<file path="src/rtl/spi_master_rx_if.sv">
// rtl/spi_master_rx_if.sv - received-word stream between spi_master_rx and its consumer
interface spi_master_rx_if;
  logic [31:0] data_o;
  logic        data_valid_o;
  logic        data_last_o;
  logic        data_ready_i;

  modport master (
    output data_o,
    output data_valid_o,
    output data_last_o,
    input  data_ready_i
  );

  modport slave (
    input  data_o,
    input  data_valid_o,
    input  data_last_o,
    output data_ready_i
  );
endinterface

</file>
<file path="src/rtl/spi_master_rx.sv">
// rtl/spi_master_rx.sv - SPI mode-0 receive-only master delivering 32-bit words
module spi_master_rx #(
  parameter int DIV_W = 8
) (
  input  logic             clk_i,
  input  logic             rst_ni,
  input  logic             start_i,
  input  logic [7:0]       len_i,
  input  logic [DIV_W-1:0] clk_div_i,
  input  logic             spi_sdi_i,
  output logic             spi_clk_o,
  output logic             spi_cs_no,
  output logic             busy_o,
  output logic             done_o,
  spi_master_rx_if.master  rx_if
);

  typedef enum logic [2:0] {
    S_IDLE, S_LEAD, S_HIGH, S_LOW, S_TRAIL
  } state_e;

  state_e           state_q, state_d;
  logic [DIV_W-1:0] hcnt_q, hcnt_d;
  logic [DIV_W-1:0] div_q, div_d;
  logic [7:0]       len_q, len_d;
  logic [8:0]       bit_cnt_q, bit_cnt_d;
  logic [31:0]      sh_q, sh_d;
  logic [31:0]      data_q, data_d;
  logic             valid_q, valid_d;
  logic             last_q, last_d;
  logic             done_q, done_d;

  logic half_end;
  logic last_bit;
  logic word_end;
  logic can_move;
  logic at_word_end;
  logic stall;
  logic move;

  // Phase and word-boundary decode shared by the FSM and the datapath
  always_comb begin
    half_end    = (hcnt_q == div_q);
    last_bit    = (bit_cnt_q == ({1'b0, len_q} + 9'd1));
    word_end    = last_bit || (bit_cnt_q[4:0] == 5'd0);
    can_move    = !valid_q || rx_if.data_ready_i;
    at_word_end = (state_q == S_HIGH) && half_end && word_end;
    stall       = at_word_end && !can_move;
    move        = at_word_end && can_move;
  end

  // State and datapath registers; reset aborts any transfer and drops pending words
  always_ff @(posedge clk_i or negedge rst_ni) begin
    if (!rst_ni) begin
      state_q   <= S_IDLE;
      hcnt_q    <= '0;
      div_q     <= '0;
      len_q     <= '0;
      bit_cnt_q <= '0;
      sh_q      <= '0;
      data_q    <= '0;
      valid_q   <= 1'b0;
      last_q    <= 1'b0;
      done_q    <= 1'b0;
    end else begin
      state_q   <= state_d;
      hcnt_q    <= hcnt_d;
      div_q     <= div_d;
      len_q     <= len_d;
      bit_cnt_q <= bit_cnt_d;
      sh_q      <= sh_d;
      data_q    <= data_d;
      valid_q   <= valid_d;
      last_q    <= last_d;
      done_q    <= done_d;
    end
  end

  // Next state: each non-idle phase lasts one half period; HIGH stretches while the output is blocked
  always_comb begin
    state_d = state_q;
    unique case (state_q)
      S_IDLE:  if (start_i) state_d = S_LEAD;
      S_LEAD:  if (half_end) state_d = S_HIGH;
      S_HIGH:  if (half_end && !stall) state_d = last_bit ? S_TRAIL : S_LOW;
      S_LOW:   if (half_end) state_d = S_HIGH;
      S_TRAIL: if (half_end) state_d = S_IDLE;
      default: state_d = S_IDLE;
    endcase
  end

  // Datapath: latch parameters at start, time half periods, shift on SCLK rise, hand words off
  always_comb begin
    hcnt_d    = hcnt_q;
    div_d     = div_q;
    len_d     = len_q;
    bit_cnt_d = bit_cnt_q;
    sh_d      = sh_q;
    data_d    = data_q;
    valid_d   = valid_q;
    last_d    = last_q;
    done_d    = (state_q == S_TRAIL) && half_end;

    if (state_q == S_IDLE) begin
      if (start_i) begin
        len_d     = len_i;
        div_d     = clk_div_i;
        hcnt_d    = '0;
        bit_cnt_d = '0;
        sh_d      = '0;
      end
    end else if (half_end) begin
      if (!stall) hcnt_d = '0;
    end else begin
      hcnt_d = hcnt_q + DIV_W'(1);
    end

    if ((state_d == S_HIGH) && (state_q != S_HIGH)) begin
      sh_d      = {sh_q[30:0], spi_sdi_i};
      bit_cnt_d = bit_cnt_q + 9'd1;
    end

    if (valid_q && rx_if.data_ready_i) valid_d = 1'b0;

    // Clearing the shift register after a hand-off zero-extends a short final word
    if (move) begin
      data_d  = sh_q;
      last_d  = last_bit;
      valid_d = 1'b1;
      sh_d    = '0;
    end
  end

  // Outputs decoded from the registered state so reset takes effect immediately
  always_comb begin
    spi_clk_o          = (state_q == S_HIGH);
    spi_cs_no          = (state_q == S_IDLE);
    busy_o             = (state_q != S_IDLE);
    done_o             = done_q;
    rx_if.data_o       = data_q;
    rx_if.data_valid_o = valid_q;
    rx_if.data_last_o  = last_q;
  end

endmodule

</file>
<file path="src/flat_wrapper.sv">
// flat-port wrapper written by rule: the top's interface ports become plain ports
module spi_master_rx_flat 
#(
  parameter int DIV_W = 8
)
  (clk_i, rst_ni, start_i, len_i, clk_div_i, spi_sdi_i, spi_clk_o, spi_cs_no, busy_o, done_o, rx_if_data_o, rx_if_data_valid_o, rx_if_data_last_o, rx_if_data_ready_i);
  spi_master_rx_if rx_if_i ();
  input  logic clk_i;
  input  logic rst_ni;
  input  logic start_i;
  input  logic [7:0] len_i;
  input  logic [DIV_W-1:0] clk_div_i;
  input  logic spi_sdi_i;
  output logic spi_clk_o;
  output logic spi_cs_no;
  output logic busy_o;
  output logic done_o;
  output wire logic [$bits(rx_if_i.data_o)-1:0] rx_if_data_o;
  output wire logic [$bits(rx_if_i.data_valid_o)-1:0] rx_if_data_valid_o;
  output wire logic [$bits(rx_if_i.data_last_o)-1:0] rx_if_data_last_o;
  input wire logic [$bits(rx_if_i.data_ready_i)-1:0] rx_if_data_ready_i;
  assign rx_if_data_o = rx_if_i.data_o;
  assign rx_if_data_valid_o = rx_if_i.data_valid_o;
  assign rx_if_data_last_o = rx_if_i.data_last_o;
  assign rx_if_i.data_ready_i = rx_if_data_ready_i;
  spi_master_rx #(.DIV_W(DIV_W)) u_core (.clk_i(clk_i), .rst_ni(rst_ni), .start_i(start_i), .len_i(len_i), .clk_div_i(clk_div_i), .spi_sdi_i(spi_sdi_i), .spi_clk_o(spi_clk_o), .spi_cs_no(spi_cs_no), .busy_o(busy_o), .done_o(done_o), .rx_if(rx_if_i));
endmodule
</file>
<file path="config.mk">
export PLATFORM = sky130hd
export DESIGN_NAME = spi_master_rx_flat
export DESIGN_NICKNAME = d
export VERILOG_FILES = /design/src/rtl/spi_master_rx_if.sv /design/src/rtl/spi_master_rx.sv /design/src/flat_wrapper.sv
export SDC_FILE = /design/constraint.sdc
export NUM_CORES = 1
export LEC_CHECK = 0
export BUFFER_PORTS_ARGS = -buffer_cell sky130_fd_sc_hd__buf_4
export CORE_MARGIN = 4
export CORE_UTILIZATION = 50
export CTS_CLUSTER_DIAMETER = 40
export DETAILED_ROUTE_END_ITERATION = 16
export PLACE_DENSITY_LB_ADDON = 0.1
export SETUP_SLACK_MARGIN = 0.1
export SYNTH_ARGS = -nofsm -noshare
export SYNTH_HDL_FRONTEND = slang
export SYNTH_SLANG_ARGS = --single-unit
</file>
<file path="constraint.sdc">
create_clock -name clk_i -period 3.5 [get_ports clk_i]
set_clock_uncertainty 0.1 [all_clocks]
set_input_delay 0.35 -clock clk_i [delete_from_list [all_inputs] [get_ports clk_i]]
set_output_delay 0.35 -clock clk_i [all_outputs]
set_load 0.05 [all_outputs]
</file>
==> results of run 1 <==
[synth_stat cells, types with 3 or more instances]
master / n
dfrtp_1: 103
nand2_1: 93
nand3_1: 49
o21ai_0: 38
mux2_4: 30
xor2_1: 19
clkbuf_1: 16
nor2_1: 11
nor3b_1: 9
a211o_1: 8
nor3_1: 7
and3_1: 4
ha_1: 4
inv_1: 4
buf_2: 3
buf_6: 3
clkbuf_2: 3
mux2_2: 3
nand4_1: 3
nor4_1: 3
or3_1: 3
xnor2_1: 3
[final cells by class]
cell class | count | area (um^2) | share of cell area [%]
multi-input combinational | 322 | 2120 | 38.0
clock buffer | 9 | 124 | 2.22
clock inverter | 7 | 66.3 | 1.19
timing repair buffer | 68 | 513 | 9.20
inverter | 4 | 15.0 | 0.269
tap | 129 | 161 | 2.90
sequential | 103 | 2580 | 46.2
[how the worst max path moves through the flow]
stage	slack, ps	from	endpoint	depth (start not counted)
finish	500	u_core.len_q[0]$_DFFE_PN0P_	u_core.rx_if.data_o[12]$_DFFE_PN0P_	8
detailed placement	500	u_core.len_q[0]$_DFFE_PN0P_	u_core.rx_if.data_o[12]$_DFFE_PN0P_	8
CTS	500	u_core.len_q[0]$_DFFE_PN0P_	u_core.rx_if.data_o[12]$_DFFE_PN0P_	8
global placement	580	u_core.len_q[0]$_DFFE_PN0P_	u_core.rx_if.data_o[9]$_DFFE_PN0P_	8
global route	330	u_core.len_q[0]$_DFFE_PN0P_	u_core.rx_if.data_o[14]$_DFFE_PN0P_	8
floorplan	370	u_core.state_q[1]$_DFF_PN0_	u_core.rx_if.data_o[10]$_DFFE_PN0P_	7
[stage by stage]
stage	utilization (%)	std cells	area, um^2
6_report	59.8	642	5570
5_1_grt	59.8	642	5570
4_1_cts	59.8	642	5570
3_5_place_dp	57.6	625	5370
3_3_place_gp	57.6	625	5370
2_1_floorplan	-	456	4830
[state kept, by name, summed over array words and instances (netlist names)]
register,flops
u_core.bit_cnt_q,9
u_core.div_q,8
u_core.done_o,1
u_core.hcnt_q,8
u_core.len_q,8
u_core.rx_if.data_last_o,1
u_core.rx_if.data_o,32
u_core.rx_if.data_valid_o,1
u_core.sh_q,32
u_core.state_q,3
[critical path, delay by kind of cell, from the launching register on]
| family | cells | cell delay [ps] |
|---|---|---|
| muxes | 1 | 370 |
| and+or+nand+nor | 2 | 480 |
| DFF | 1 | 510 |
| adders and majority gates | 1 | 320 |
| buffers and inverters | 1 | 310 |
| AOI/OAI and AO/OA | 3 | 780 |
[cells by family after synthesis]
group / count (synthesis)
buffers and inverters: 31
multiplexers: 33
flip-flops: 103
AO/OA/AOI/OAI: 67
AND/OR/NAND/NOR: 195
XOR/XNOR: 23
adder cells (fa/ha/maj): 4
[per-layer routing]
metal | vias to the layer above | track usage, % | wire (um)
met5 | - | 0 | 0
met2 | 79 | 30.5 | 4640
met4 | 0 | 4.35 | 94
met3 | 7 | 4.49 | 444
met1 | 1722 | 24.4 | 4630
li1 | 1692 | - | -
[power by group]
group	leakage, nW	switching [mW]	total, mW	internal, mW
registers	1.34	0.351	1.93	1.58
logic	1.29	1.31	2.12	0.810
clock network	0.0949	0.443	0.718	0.275
[repair_timing]
item / 4_1_cts / 5_1_grt
endpoints found under the hold margin: 48 / 0
gates resized for setup: 0 / 0
hold buffers: 1 / 0
==> results.sh, run 1 <==
export IMPL_run_status="completed"
export IMPL_capturing_point_of_the_worst_reg2reg_path="u_core.rx_if.data_o[12]$_DFFE_PN0P_"
export IMPL_finalMaxSlewViolations=0
export IMPL_vdd_ir_drop_worst_mv=0.456
export IMPL_clk_insertion_delay_late_ps=360
export IMPL_cts_repair_timing_setup_buffer_count=0
export IMPL_synth_simple_gate_area_share_pct=18.9
export IMPL_synthDistinctLibCells=48
export IMPL_number_of_design_rule_violations_left_by_the_first_detailed_router_iteration=139
export IMPL_design_die_area_mm2=0.0113
export IMPL_routedWlPerCell_um=15.3
export IMPL_finalSetupViolCount=0
export IMPL_final_wtd_congestion=0.825
export IMPL_synth_top_cell_area_share_pct=53.3
export IMPL_mostFrequentLayoutCells="dfrtp_1, nand2_1, buf_4"
export IMPL_ys_seq_area_share_pct=53.3
export IMPL_worst_hold_slack_ps=75.2
export IMPL_cts_sinks=103
export IMPL_routed_via_count=3500
export IMPL_portBuffers=58
export IMPL_achievable_frequency_mhz=334
export IMPL_postSynth_asyncResetShare_pct=100
export IMPL_cp_cell_sequence="ha_1 > nand3_2 > or3_1 > a211o_1 > a211oi_4 > o21ai_4 > buf_4 > mux2_4"
export IMPL_synth_mux_area_fraction_pct=10.0
export IMPL_via_count_of_the_first_global_routing_pass=3449
export IMPL_cpPeakStageDelay_ps=510
export IMPL_ctsHtreeMaxLevel=3
export IMPL_hold_start="clk_div_i[0]"
export IMPL_dominantRegCellSynth="dfrtp_1"
export IMPL_detailedRoute_firstPassIterationCount=4
export IMPL_worst_setup_path_type="reg2reg"
export IMPL_finalHoldViolations=0
export IMPL_max_slew_margin_rel_pct=33.9
export IMPL_synth_avg_cell_area_um2=10.6
export IMPL_flow_area_growth_from_synthesis_pct=15.3
export IMPL_timing_critical_path_to_type="flip-flop"
export IMPL_cts_reportedPaths_clkPinSlew_ps=110
export IMPL_synth_top_family_by_area="simple AND/OR/NAND/NOR gates"
export IMPL_drt_wl_total_um=9810
export IMPL_number_of_antenna_violations_at_the_first_check_in_global_routing=0
export IMPL_synthesis_yosys_warnings=0
export IMPL_core_area_mm2=0.00933
export IMPL_min_delay_path_depth=3
export IMPL_worst_pin_slew_ps=989
export IMPL_cp_max_fo=32
export IMPL_grt_start_max_net_pins=53
export IMPL_post_syn_nets=481
export IMPL_critical_path_slowest_cell="dfrtp_1"
export IMPL_number_of_buffers_inserted_during_clock_tree_synthesis=9
export IMPL_ctsLongestPathBuffers=2
export IMPL_mappedNetlistArea_mm2=0.00483
export IMPL_cp_required_ps=3650
export IMPL_leading_cell_type_in_the_layout_fill_and_taps_excluded="dfrtp_1"
export IMPL_vias_per_cell=5.45
export IMPL_critical_path_arrival_ps=3150
export IMPL_post_synth_top_area_cell="dfrtp_1"
export IMPL_layout_worst_path_cycle_share_pct=85.6
export IMPL_critical_path_reg2reg_startpoint="u_core.len_q[0]$_DFFE_PN0P_"
export IMPL_cts_root_buffer="clkbuf_8"
export IMPL_floorplan_rows=35
export IMPL_synth_compound_gate_area_share_pct=9.16
export IMPL_min_delay_path_class="in2reg"
export IMPL_post_layout_worst_setup_margin_ps=504
export IMPL_r2r_worst_path_cells=8
export IMPL_grt_remaining_overflow=0
export IMPL_power_density_mw_per_mm2=855
export IMPL_tritoncts="done"
export IMPL_die_width_um=106
export IMPL_maxCapViolations=0
export IMPL_boundaryPins=59
export IMPL_placement_setup_worst_slack_ps=500
export IMPL_die_h_um=106
export IMPL_grtUsageTotal_pct=18.4
export IMPL_flip_flop_and_latch_count_after_synthesis=103
export IMPL_design_power_mw=4.77
export IMPL_drtAntennaViolNets=0
export IMPL_effective_utilization_at_floorplan_pct=51.8
export IMPL_synthesis_instances=456
export IMPL_fin_tns_setup_ps=0
export IMPL_worst_min_delay_path_endpoint="u_core.div_q[0]$_DFFE_PN0P_"
export IMPL_synth_adder_area_share_pct=1.04
export IMPL_synth_enable_flop_cells=0
export IMPL_power_leakage_nw=2.73
export IMPL_setup_reg_to_reg_worst_slack_ps=500
export IMPL_final_fill_count=818
export IMPL_drcViolationCount=0
export IMPL_nNetsFinal=533
export IMPL_synth_xor_area_share_pct=4.48
export IMPL_drive_above_1_share_pct=23.8
export IMPL_ys_top_cells_by_area="dfrtp_1, mux2_4, nand2_1, nand3_1, o21ai_0"
export IMPL_period_needed_ps=3000
export IMPL_rsz0062_at_grt="false"
export IMPL_worst_setup_path_start_kind="flip-flop"
export IMPL_post_dp_hpwl_um=6550
export IMPL_grt_pass1_wl_um=16800
export IMPL_antenna_diode_count=0
Power figures use the tool's default switching activity.
==> inputs of run 2 (changes only) <==
--- a/config.mk
+++ b/config.mk
@@ -15,3 +15,4 @@
 export SYNTH_ARGS = -nofsm -noshare
 export SYNTH_HDL_FRONTEND = slang
 export SYNTH_SLANG_ARGS = --single-unit
+export TNS_END_PERCENT = 10
==> constraint.sdc (replaced) <==
create_clock -name clk_i -period 2.7 [get_ports clk_i]
set_clock_uncertainty 0.1 [all_clocks]
set_input_delay 0.27 -clock clk_i [delete_from_list [all_inputs] [get_ports clk_i]]
set_output_delay 0.27 -clock clk_i [all_outputs]
set_load 0.05 [all_outputs]
==> results.sh, run 2 (synthesis results as in run 1) <==
export IMPL_critical_path_startpoint="u_core.len_q[0]$_DFFE_PN0P_"
export IMPL_cp_required_ps=2840
export IMPL_drtAntennaViolNets=0
export IMPL_max_slew_margin_rel_pct=46.6
export IMPL_achievable_frequency_mhz=405
export IMPL_number_of_design_rule_violations_left_by_the_first_detailed_router_iteration=203
export IMPL_power_leakage_nw=2.83
export IMPL_maxCapViolations=0
export IMPL_vdd_ir_drop_worst_mv=0.564
export IMPL_number_of_buffers_inserted_during_clock_tree_synthesis=9
export IMPL_flow_area_growth_from_synthesis_pct=20.2
export IMPL_cts_root_buffer="clkbuf_8"
export IMPL_worst_pin_slew_ps=801
export IMPL_cts_repair_timing_setup_buffer_count=0
export IMPL_design_power_mw=6.26
export IMPL_run_status="completed"
export IMPL_cp_max_fo=32
export IMPL_ctsHtreeMaxLevel=3
export IMPL_grt_remaining_overflow=0
export IMPL_die_width_um=106
export IMPL_final_wtd_congestion=0.821
export IMPL_grt_pass1_wl_um=17100
export IMPL_critical_path_arrival_ps=2610
export IMPL_cpPeakStageDelay_ps=420
export IMPL_power_density_mw_per_mm2=1080
export IMPL_cts_sinks=103
export IMPL_drive_above_1_share_pct=24.1
export IMPL_routed_via_count=3556
export IMPL_tritoncts="done"
export IMPL_cp_cell_sequence="ha_4 > nand3_2 > or3_1 > a211o_1 > a211oi_4 > buf_6 > o21a_1 > buf_12 > o21ai_0"
export IMPL_timing_critical_path_to_type="flip-flop"
export IMPL_grtUsageTotal_pct=18.4
export IMPL_leading_cell_type_in_the_layout_fill_and_taps_excluded="dfrtp_1"
export IMPL_antenna_diode_count=0
export IMPL_rsz0062_at_grt="false"
export IMPL_fin_tns_setup_ps=0
export IMPL_portBuffers=58
export IMPL_post_dp_hpwl_um=6400
export IMPL_worst_setup_path_start_kind="flip-flop"
export IMPL_min_delay_path_class="in2reg"
export IMPL_die_h_um=106
export IMPL_mostFrequentLayoutCells="dfrtp_1, nand2_1, buf_4"
export IMPL_routedWlPerCell_um=14.8
export IMPL_design_die_area_mm2=0.0113
export IMPL_drcViolationCount=0
export IMPL_period_needed_ps=2470
export IMPL_boundaryPins=59
export IMPL_vias_per_cell=5.39
export IMPL_critical_path_reg2reg_startpoint="u_core.len_q[0]$_DFFE_PN0P_"
export IMPL_grt_start_max_net_pins=64
export IMPL_via_count_of_the_first_global_routing_pass=3537
export IMPL_worst_setup_path_type="reg2reg"
export IMPL_layout_worst_path_cycle_share_pct=91.6
export IMPL_number_of_antenna_violations_at_the_first_check_in_global_routing=0
export IMPL_finalMaxSlewViolations=0
export IMPL_final_cells=660
export IMPL_dpl_cell_count=629
export IMPL_drt_wl_total_um=9790
export IMPL_core_area_mm2=0.00933
export IMPL_detailedRoute_firstPassIterationCount=4
export IMPL_ctsLongestPathBuffers=2
export IMPL_finalHoldViolations=0
export IMPL_hold_start="clk_div_i[5]"
export IMPL_floorplan_rows=35
export IMPL_setup_reg_to_reg_worst_slack_ps=230
export IMPL_effective_utilization_at_floorplan_pct=51.8
export IMPL_clk_insertion_delay_late_ps=370
export IMPL_cts_reportedPaths_clkPinSlew_ps=110
export IMPL_critical_path_slowest_cell="dfrtp_1"
export IMPL_finalSetupViolCount=0
export IMPL_nNetsFinal=551
-- run 2: cell count changes in the layout (fill, tap and decap cells not counted), sizes merged --
cell / previous run / this run
inv: 7 / 8
buf: 67 / 71
clkinv: 3 / 2
dlygate4sd3: 1 / 15
-- run 2: worst paths after layout --
path                                                       end  depth (start not counted)
hold / removal                     u_core.div_q[5]$_DFFE_PN0P_                          3
max in group asynchronous          u_core.state_q[0]$_DFF_PN0_                          3
hold reg to reg                        u_core.done_o$_DFF_PN0_                          1
setup / recovery                   u_core.sh_q[12]$_DFFE_PN0P_                          9
setup reg to reg                   u_core.sh_q[12]$_DFFE_PN0P_                          9
min in group asynchronous  u_core.rx_if.data_o[29]$_DFFE_PN0P_                          2
-- run 2: per-stage QoR --
stage	worst slack, ps	area [um^2]	hold WS [ps]	util, %
CTS	142	5800	1.31	62.2
floorplan	110	4850	-126	-
finish	228	5810	14.9	62.3
global placement	242	5470	308	58.6
global route	95.9	5810	28.3	62.3
detailed placement	180	5470	307	58.6
-- run 2: what timing repair did --
| action | in CTS | in global routing |
|---|---|---|
| hold buffers | 15 | 0 |
| hold endpoints to repair | 76 | 0 |
| endpoints found under the setup margin | 0 | 17 |
| resized for setup | 0 | 2 |
-- run 2: worst max-delay path, delay by kind of cell (launching register included) --
| kind | cells | cell delay [ps] |
|---|---|---|
| and+or+nand+nor | 2 | 440 |
| AOI/OAI and AO/OA | 4 | 860 |
| DFF | 1 | 420 |
| buffers and inverters | 2 | 340 |
| adders and majority gates | 1 | 190 |
-- run 2: layout make-up --
class,instances,area (um^2)
flip-flops and latches,103,2580
multi-input cells,322,2130
fillers,784,3520
well taps,129,161
repair buffers,86,737
clock inverters,7,61.3
inverters,4,15.0
clock buffers,9,124
-- run 2: report_power, final --
group	leakage (nW)	total, mW	internal, mW	switching (mW)
Sequential	1.34	2.48	2.05	0.430
Combinational	1.39	2.84	1.11	1.72
Clock	0.0940	0.939	0.356	0.584
-- run 2: metal layers --
metal / track usage (%) / share of wire, % / up-vias
li1: - / - / 1717
met1: 25.8 / 47 / 1759
met2: 30.0 / 48 / 70
met3: 2.98 / 3.8 / 10
met4: 4.81 / 1.1 / 0
met5: 0 / 0 / -
